--- config.mk ---
export PLATFORM = sky130hd
export DESIGN_NAME = score_bcd
export DESIGN_NICKNAME = d
export VERILOG_FILES = /design/src/rtl/score_bcd.sv
export SDC_FILE = /design/constraint.sdc
export NUM_CORES = 1
export LEC_CHECK = 0
export ABC_AREA = 1
export CORE_MARGIN = 4
export CORE_UTILIZATION = 50
export CTS_BUF_LIST = sky130_fd_sc_hd__clkbuf_4 sky130_fd_sc_hd__clkbuf_8
export DETAILED_ROUTE_END_ITERATION = 8
export GPL_TIMING_DRIVEN = 0
export PLACE_DENSITY = 0.75
export REMOVE_ABC_BUFFERS = 1
export SETUP_SLACK_MARGIN = 0.3
export SKIP_LAST_GASP = 1
export SLEW_MARGIN = 40
export SYNTH_ARGS = -nofsm -noshare
export SYNTH_HDL_FRONTEND = slang
export SYNTH_SLANG_ARGS = --single-unit
--- constraint.sdc ---
create_clock -name clock -period 4.4 [get_ports clock]
set_clock_uncertainty 0.15 [all_clocks]
set_input_delay 1.32 -clock clock [delete_from_list [all_inputs] [get_ports clock]]
set_output_delay 1.32 -clock clock [all_outputs]
set_load 0.1 [all_outputs]
--- src/rtl/score_bcd.sv ---
// Binary-to-packed-BCD converter for both player scores (shared sequential double-dabble).
// Latency: 2*IN_WIDTH cycles from the capture edge to the bcd1/bcd2/valid update.
// Backpressure: none; requests while busy collapse into one follow-up conversion.
//
// Ports: clock, reset (sync, active-high), update_score (1-cycle request),
//        score1/score2 (binary in), bcd1/bcd2 (packed BCD, LSD in [3:0]),
//        busy (converting), valid (1-cycle strobe when bcd1/bcd2 update).
// Optional: define SCORE_BCD_SEG_EN to add seg1/seg2 active-low 7-seg outputs
//           (gfedcba per digit, LSD in [6:0]).
module score_bcd #(
    parameter int IN_WIDTH = 4,
    parameter int DIGITS   = 2
) (
    input  logic                  clock,
    input  logic                  reset,
    input  logic                  update_score,
    input  logic [IN_WIDTH-1:0]   score1,
    input  logic [IN_WIDTH-1:0]   score2,
    output logic [4*DIGITS-1:0]   bcd1,
    output logic [4*DIGITS-1:0]   bcd2,
    output logic                  busy,
    output logic                  valid
`ifdef SCORE_BCD_SEG_EN
    ,
    output logic [7*DIGITS-1:0]   seg1,
    output logic [7*DIGITS-1:0]   seg2
`endif
);

    localparam int BW = 4 * DIGITS;
    localparam int SW = BW + IN_WIDTH;
    localparam int CW = $clog2(IN_WIDTH + 1);

    typedef enum logic [1:0] {IDLE, CONV1, CONV2, DONE} state_t;

    state_t            state_q,   state_d;
    logic              pending_q, pending_d;
    logic [CW-1:0]     cnt_q,     cnt_d;
    logic [IN_WIDTH-1:0] snap2_q, snap2_d;
    logic [SW-1:0]     shift_q,   shift_d;
    logic [BW-1:0]     temp1_q,   temp1_d;
    logic [BW-1:0]     bcd1_q,    bcd1_d;
    logic [BW-1:0]     bcd2_q,    bcd2_d;
    logic              busy_q,    busy_d;
    logic              valid_q,   valid_d;

    // One double-dabble step: correct each BCD digit, then shift {bcd, bin} left.
    logic [SW-1:0]     adj;
    logic [SW-1:0]     shift_iter;
    logic              last_iter;

`ifdef SCORE_BCD_SEG_EN
    logic [7*DIGITS-1:0] seg1_q, seg1_d;
    logic [7*DIGITS-1:0] seg2_q, seg2_d;

    function automatic logic [7*DIGITS-1:0] to_seg(input logic [BW-1:0] b);
        logic [7*DIGITS-1:0] s;
        s = '0;
        for (int d = 0; d < DIGITS; d++) begin
            case (b[4*d +: 4])
                4'd0:    s[7*d +: 7] = 7'b1000000;
                4'd1:    s[7*d +: 7] = 7'b1111001;
                4'd2:    s[7*d +: 7] = 7'b0100100;
                4'd3:    s[7*d +: 7] = 7'b0110000;
                4'd4:    s[7*d +: 7] = 7'b0011001;
                4'd5:    s[7*d +: 7] = 7'b0010010;
                4'd6:    s[7*d +: 7] = 7'b0000010;
                4'd7:    s[7*d +: 7] = 7'b1111000;
                4'd8:    s[7*d +: 7] = 7'b0000000;
                4'd9:    s[7*d +: 7] = 7'b0010000;
                default: s[7*d +: 7] = 7'b1111111;
            endcase
        end
        return s;
    endfunction
`endif

    always_comb begin
        adj = shift_q;
        for (int d = 0; d < DIGITS; d++) begin
            if (shift_q[IN_WIDTH + 4*d +: 4] >= 4'd5) begin
                adj[IN_WIDTH + 4*d +: 4] = shift_q[IN_WIDTH + 4*d +: 4] + 4'd3;
            end
        end
        shift_iter = {adj[SW-2:0], 1'b0};
        last_iter  = (cnt_q == CW'(IN_WIDTH - 1));
    end

    always_comb begin
        state_d   = state_q;
        pending_d = pending_q;
        cnt_d     = cnt_q;
        snap2_d   = snap2_q;
        shift_d   = shift_q;
        temp1_d   = temp1_q;
        bcd1_d    = bcd1_q;
        bcd2_d    = bcd2_q;
        busy_d    = busy_q;
        valid_d   = 1'b0;
`ifdef SCORE_BCD_SEG_EN
        seg1_d    = seg1_q;
        seg2_d    = seg2_q;
`endif
        case (state_q)
            IDLE: begin
                if (update_score) begin
                    snap2_d = score2;
                    shift_d = {{BW{1'b0}}, score1};
                    cnt_d   = '0;
                    busy_d  = 1'b1;
                    state_d = CONV1;
                end
            end
            CONV1: begin
                if (update_score) pending_d = 1'b1;
                shift_d = shift_iter;
                cnt_d   = cnt_q + CW'(1);
                if (last_iter) begin
                    temp1_d = shift_iter[SW-1:IN_WIDTH];
                    shift_d = {{BW{1'b0}}, snap2_q};
                    cnt_d   = '0;
                    state_d = CONV2;
                end
            end
            CONV2: begin
                if (update_score) pending_d = 1'b1;
                shift_d = shift_iter;
                cnt_d   = cnt_q + CW'(1);
                if (last_iter) begin
                    // Both results are published together so the display never tears.
                    bcd1_d  = temp1_q;
                    bcd2_d  = shift_iter[SW-1:IN_WIDTH];
`ifdef SCORE_BCD_SEG_EN
                    seg1_d  = to_seg(temp1_q);
                    seg2_d  = to_seg(shift_iter[SW-1:IN_WIDTH]);
`endif
                    busy_d  = 1'b0;
                    valid_d = 1'b1;
                    state_d = DONE;
                end
            end
            DONE: begin
                if (pending_q || update_score) begin
                    pending_d = 1'b0;
                    snap2_d   = score2;
                    shift_d   = {{BW{1'b0}}, score1};
                    cnt_d     = '0;
                    busy_d    = 1'b1;
                    state_d   = CONV1;
                end else begin
                    state_d   = IDLE;
                end
            end
            default: state_d = IDLE;
        endcase
    end

    always_ff @(posedge clock) begin
        if (reset) begin
            state_q   <= IDLE;
            pending_q <= 1'b0;
            cnt_q     <= '0;
            snap2_q   <= '0;
            shift_q   <= '0;
            temp1_q   <= '0;
            bcd1_q    <= '0;
            bcd2_q    <= '0;
            busy_q    <= 1'b0;
            valid_q   <= 1'b0;
`ifdef SCORE_BCD_SEG_EN
            seg1_q    <= {DIGITS{7'b1000000}};
            seg2_q    <= {DIGITS{7'b1000000}};
`endif
        end else begin
            state_q   <= state_d;
            pending_q <= pending_d;
            cnt_q     <= cnt_d;
            snap2_q   <= snap2_d;
            shift_q   <= shift_d;
            temp1_q   <= temp1_d;
            bcd1_q    <= bcd1_d;
            bcd2_q    <= bcd2_d;
            busy_q    <= busy_d;
            valid_q   <= valid_d;
`ifdef SCORE_BCD_SEG_EN
            seg1_q    <= seg1_d;
            seg2_q    <= seg2_d;
`endif
        end
    end

    assign bcd1  = bcd1_q;
    assign bcd2  = bcd2_q;
    assign busy  = busy_q;
    assign valid = valid_q;
`ifdef SCORE_BCD_SEG_EN
    assign seg1  = seg1_q;
    assign seg2  = seg2_q;
`endif

endmodule
Word level (Yosys, flattened, before mapping)
Index checks and enable logic that the tools add are counted. W data, S select, Z words.

Bits in registers: 48. Input bits: 11. Output and inout port bits: 18. Logic and storage cells: 64.

Add/sub/neg operators: 3. Magnitude comparators: 2. Equal/unequal tests: 9. Multiplexer cells: 25. Bitwise operators: 1. Reductions and logical operators: 14.

Operator list (number): $pmux W12 S4 (1); $mux W12 (3); $mux W3 (4); $mux W4 (3); $pmux W3 S4 (1); $reduce_and A3 Y1 (3); $ge A4 B3 Y1 const B (2); $ne A2 B2 Y1 const B (4); $pmux W2 S4 (1); $pmux W4 S2 (1); $mux W1 (6); $mux W2 (3); $reduce_and A2 Y1 (3); $add A4 B2 Y4 const B (1); $eq A2 B2 Y1 const B (2); $reduce_and A4 Y1 (1); $reduce_bool A2 Y1 (2); $reduce_or A2 Y1 (2); $add A3 B1 Y3 const B (1); $add A3 B2 Y3 const B (1); $eq A3 B2 Y1 const B (1); $pmux W1 S3 (1); $reduce_bool A3 Y1 (1); $eq A2 B1 Y1 const B (1); 5 further kinds (5).

Depth between registers and ports, before layout
Depth in word-level cells: 4. Gate-level depth with buffers: 9. Depth with buffers taken out: 9.

Worst setup path after synthesis
OpenSTA, ideal clock, no wires.

Kind: flip-flop to output port. From: reg bcd1_q[0], in the netlist bcd1[0]. To: out bcd1[0]. Arrival: 925 ps. Required time: 2930 ps. Path slack: 2005 ps. Cell stages (with the launch flop): 1. Buffers on the path: 0. Path through: dfxtp_1.

RTL lines: from (decl) (line 42) `logic [BW-1:0] bcd1_q, bcd1_d;`; from (signal assigned) (line 166) `bcd1_q <= '0;`; from (signal assigned) (line 181) `bcd1_q <= bcd1_d;`; to (decl) (line 19) `output logic [4*DIGITS-1:0] bcd1,`.

No word-level cell between the ends.

Worst setup path after layout
From: reg bcd2_q[1], in the netlist bcd2[1]. To: out bcd2[1].

RTL lines: from (decl) (line 43) `logic [BW-1:0] bcd2_q, bcd2_d;`; from (signal assigned) (line 167) `bcd2_q <= '0;`; from (signal assigned) (line 182) `bcd2_q <= bcd2_d;`; to (decl) (line 20) `output logic [4*DIGITS-1:0] bcd2,`.

No word-level cell between the ends.

==> metrics.md <==
| Metric | Value |
|---|---|
| Antenna cell count | 0 |
| Slowest stage delay, CP | 0.43 ns |
| Layout cells sized above 1 | 13.2% |
| Initial core utilization | between 50% and 60% |
| First-pass GRT wire length | 7540 um |
| Tightest Pin Transition | 0.531 ns |
| Number of global-route vias before repair | roughly 1700 |
| Initial antenna violation count | 0 |
| Placed Area | 0.00246 mm2 |
| First drt pass iteration count | 4 |
| Final setup vio count | 0 |
| P&R area growth vs syn | 12.9% |
| Max Clock Freq | 0.393 GHz |
| PortBufs | 28 |
| Maximum VDD drop | 0.248 mV |
| Clock power share | approximately 26% |
| Sw Ratio | a little over a third |
| Yosys warns | 0 |
| CP Capture Type | output port |
| Critical Path RT | 2.93 ns |
| Die ar. | between 0.005 and 0.006 mm2 |
| Die H | about 75 um |
| Area contributors post-synth | dfxtp_1, nand2_1, o21ai_0 |
| Startpoint types | flip-flop |
| Top-Level Pins | 29 |
| Register area | 961 um2 |
| Root buffer cell | clkbuf_8 |
| WP buf/inv | 1 |
| Post-synth top area cell | dfxtp_1 |
| Fin crit share | 57.8% |
| Aggregate global-route resource usage | 16.9% |
| CTS clock-pin slew for the worst setup and hold paths | 0.08 ns |
| Final min period | 2.54 ns |
| CP Class | flip-flop to output port |
| CP cell instances | buf_2 |
| Library cells used by synthesis | 25 |
| Multi-input logic area | 0.00108 mm2 |
| # H-tree levels | 2 |
| Via Count | 1944 |
| Power share of the combinational group | between 30% and 40% |
| Arrival time at the worst endpoint | 1.07 ns |
| Largest net degree at the start of global routing | 28 |
| Clock Latency Late Sink | 0.30 ns |
| Synth top area share | 42.2% |
| Slew Limit Fails | 0 |
| CTS Buf Count | 5 |
| Switch Pwr | 0.000445 W |
| Postcts setup bufs | 0 |
| Total Nets Final | 363 |
| Seq pwr share | 41.2% |
| Slew margin rel. | 64.6% |
| Post-Synthesis Cells | 315 |
| Mapped Area | 0.00228 mm2 |
| RSZ-0062 raised after global routing | false |
| Drt first-iter violations | 86 |
| P per Cell Area | 482 mW/mm2 |
| CTS Hold Buffers Added | 0 |
| TritonCTS clock tree | built |
| Routability Congestion | ~0.83 |
| Maxcap violations | 0 |
| Status | complete, no violations |
| Post-CTS Resized | 0 |
| Crit path max-delay family | buffers and inverters |
| Total gr overflow | 0 |
| Power Internal | 0.000793 W |
| Bufs on Longest Clock Path | 2 |
| Leakage Power | between 1 and 1.5 nW |
| # DRC | 0 |
| Synth Register Bits | 48 |
| DRT Wirelength | between 4000 and 5000 um |
| Detail Route Antenna Nets | 0 |
| Setup TNS | 0 ns |
| Sequential area share after synthesis | 42.2% |
| DP HPWL | between 3000 and 4000 um |
| Sink Count | 48 |
| Worst path slowest cell | buf_2 |
| Die Wd | 75.5 um |
| Class of the worst hold path | flip-flop to flip-flop |
| Via density | 4.96 |
| Core area | 0.00438 mm2 |
| Layout fillers | 441 |
| Rows | 24 |
| Design Area, Final | 0.00257 mm2 |
| Post-Syn Area per Cell | about 7.2 um2 |
| Count of final hold-check violations | 0 |
| Critical path peak fanout | 2 |
| Post-DR wirelength/cell | between 10 and 15 um |
==> per-stage QoR <==
step	utilization, %	std cells	power, W	setup slack [ns]	hold WS, ns
after CTS	58.6	392	0.00124	1.84	0.318
after floorplan	-	304	0.000842	2.01	0.285
after global placement	58.2	384	0.000930	0.784	0.301
after detailed placement	56.1	384	0.000932	1.55	0.305
final	58.6	392	0.00124	1.86	0.315
after global routing	58.6	392	0.00132	1.73	0.345
==> power groups by stage <==
| stage | Combinational, W | Clock, W | Sequential [W] |
|---|---|---|---|
| finish | 0.000411 | 0.000318 | 0.000510 |
| global route | 0.000466 | 0.000339 | 0.000516 |
| CTS | 0.000413 | 0.000322 | 0.000510 |
| detailed placement | 0.000413 | 0 | 0.000519 |
| global placement | 0.000410 | 0 | 0.000520 |
| floorplan | 0.000300 | 0 | 0.000542 |
==> sequential cells by signal (all words and copies together) (netlist names) <==
name       cells
shift_q       12
snap2_q        4
bcd1           8
state_q        2
busy           1
cnt_q          3
bcd2           8
temp1_q        8
pending_q      1
valid          1
==> cell families (layout without fill, tap and decap cells) <==
| family | after synthesis | in the layout | synth area share, % |
|---|---|---|---|
| AO/OA/AOI/OAI | 71 | 71 | 15.8 |
| flip-flops | 48 | 48 | 42.2 |
| AND/OR/NAND/NOR | 127 | 127 | 24.4 |
| buffers and inverters | 56 | 81 | 10.5 |
| adder cells (fa/ha/maj) | 13 | 13 | 7.15 |
==> routing by layer <==
layer  wire length, um  track usage, %  vias up
met5                 0               0        -
met4                22            3.50        0
met3               174            3.69        2
met2              2040            26.9       36
met1              2130            23.7      864
li1                  -               -     1042
==> cell usage in the layout (no fill, tap or decap), drive strengths merged <==
cell / n
a21oi: 29
a31oi: 1
buf: 19
bufinv: 1
clkbuf: 6
clkdlybuf4s50: 9
clkinv: 1
dfxtp: 48
ha: 13
inv: 45
nand2: 62
nand3: 9
nand4: 5
nor2: 46
nor3b: 1
o211ai: 1
o21ai: 40
or2: 4
==> layout make-up <==
cell class | instances | share of cell area, %
multi-input cells | 211 | 41.9
inverters | 45 | 6.67
flip-flops and latches | 48 | 37.4
repair buffers | 28 | 7.21
clock buffers | 6 | 2.97
clock inverters | 2 | 1.36
well taps | 52 | 2.53
==> Yosys cell counts (all sizes together) <==
| cell type | instances |
|---|---|
| nand2 | 62 |
| dfxtp | 48 |
| nor2 | 46 |
| inv | 45 |
| o21ai | 40 |
| a21oi | 29 |
| ha | 13 |
| buf | 9 |
| nand3 | 9 |
| nand4 | 5 |
| or2 | 4 |
| clkbuf | 2 |
| a31oi | 1 |
| nor3b | 1 |
| o211ai | 1 |
==> path summary, 6_finish.rpt <==
check,cells after the start,slack [ns],to,start
worst max register to register,8,2.35,bcd2[5]$_SDFFE_PP0P_,cnt_q[0]$_SDFFE_PP0P_
worst max-delay path,1,1.86,bcd2[1],bcd2[1]$_SDFFE_PP0P_
worst min register to register,2,0.31,snap2_q[1]$_SDFFE_PP0P_,snap2_q[1]$_SDFFE_PP0P_
worst min-delay path,2,0.31,snap2_q[1]$_SDFFE_PP0P_,snap2_q[1]$_SDFFE_PP0P_
(Power assumes the default switching activity.)
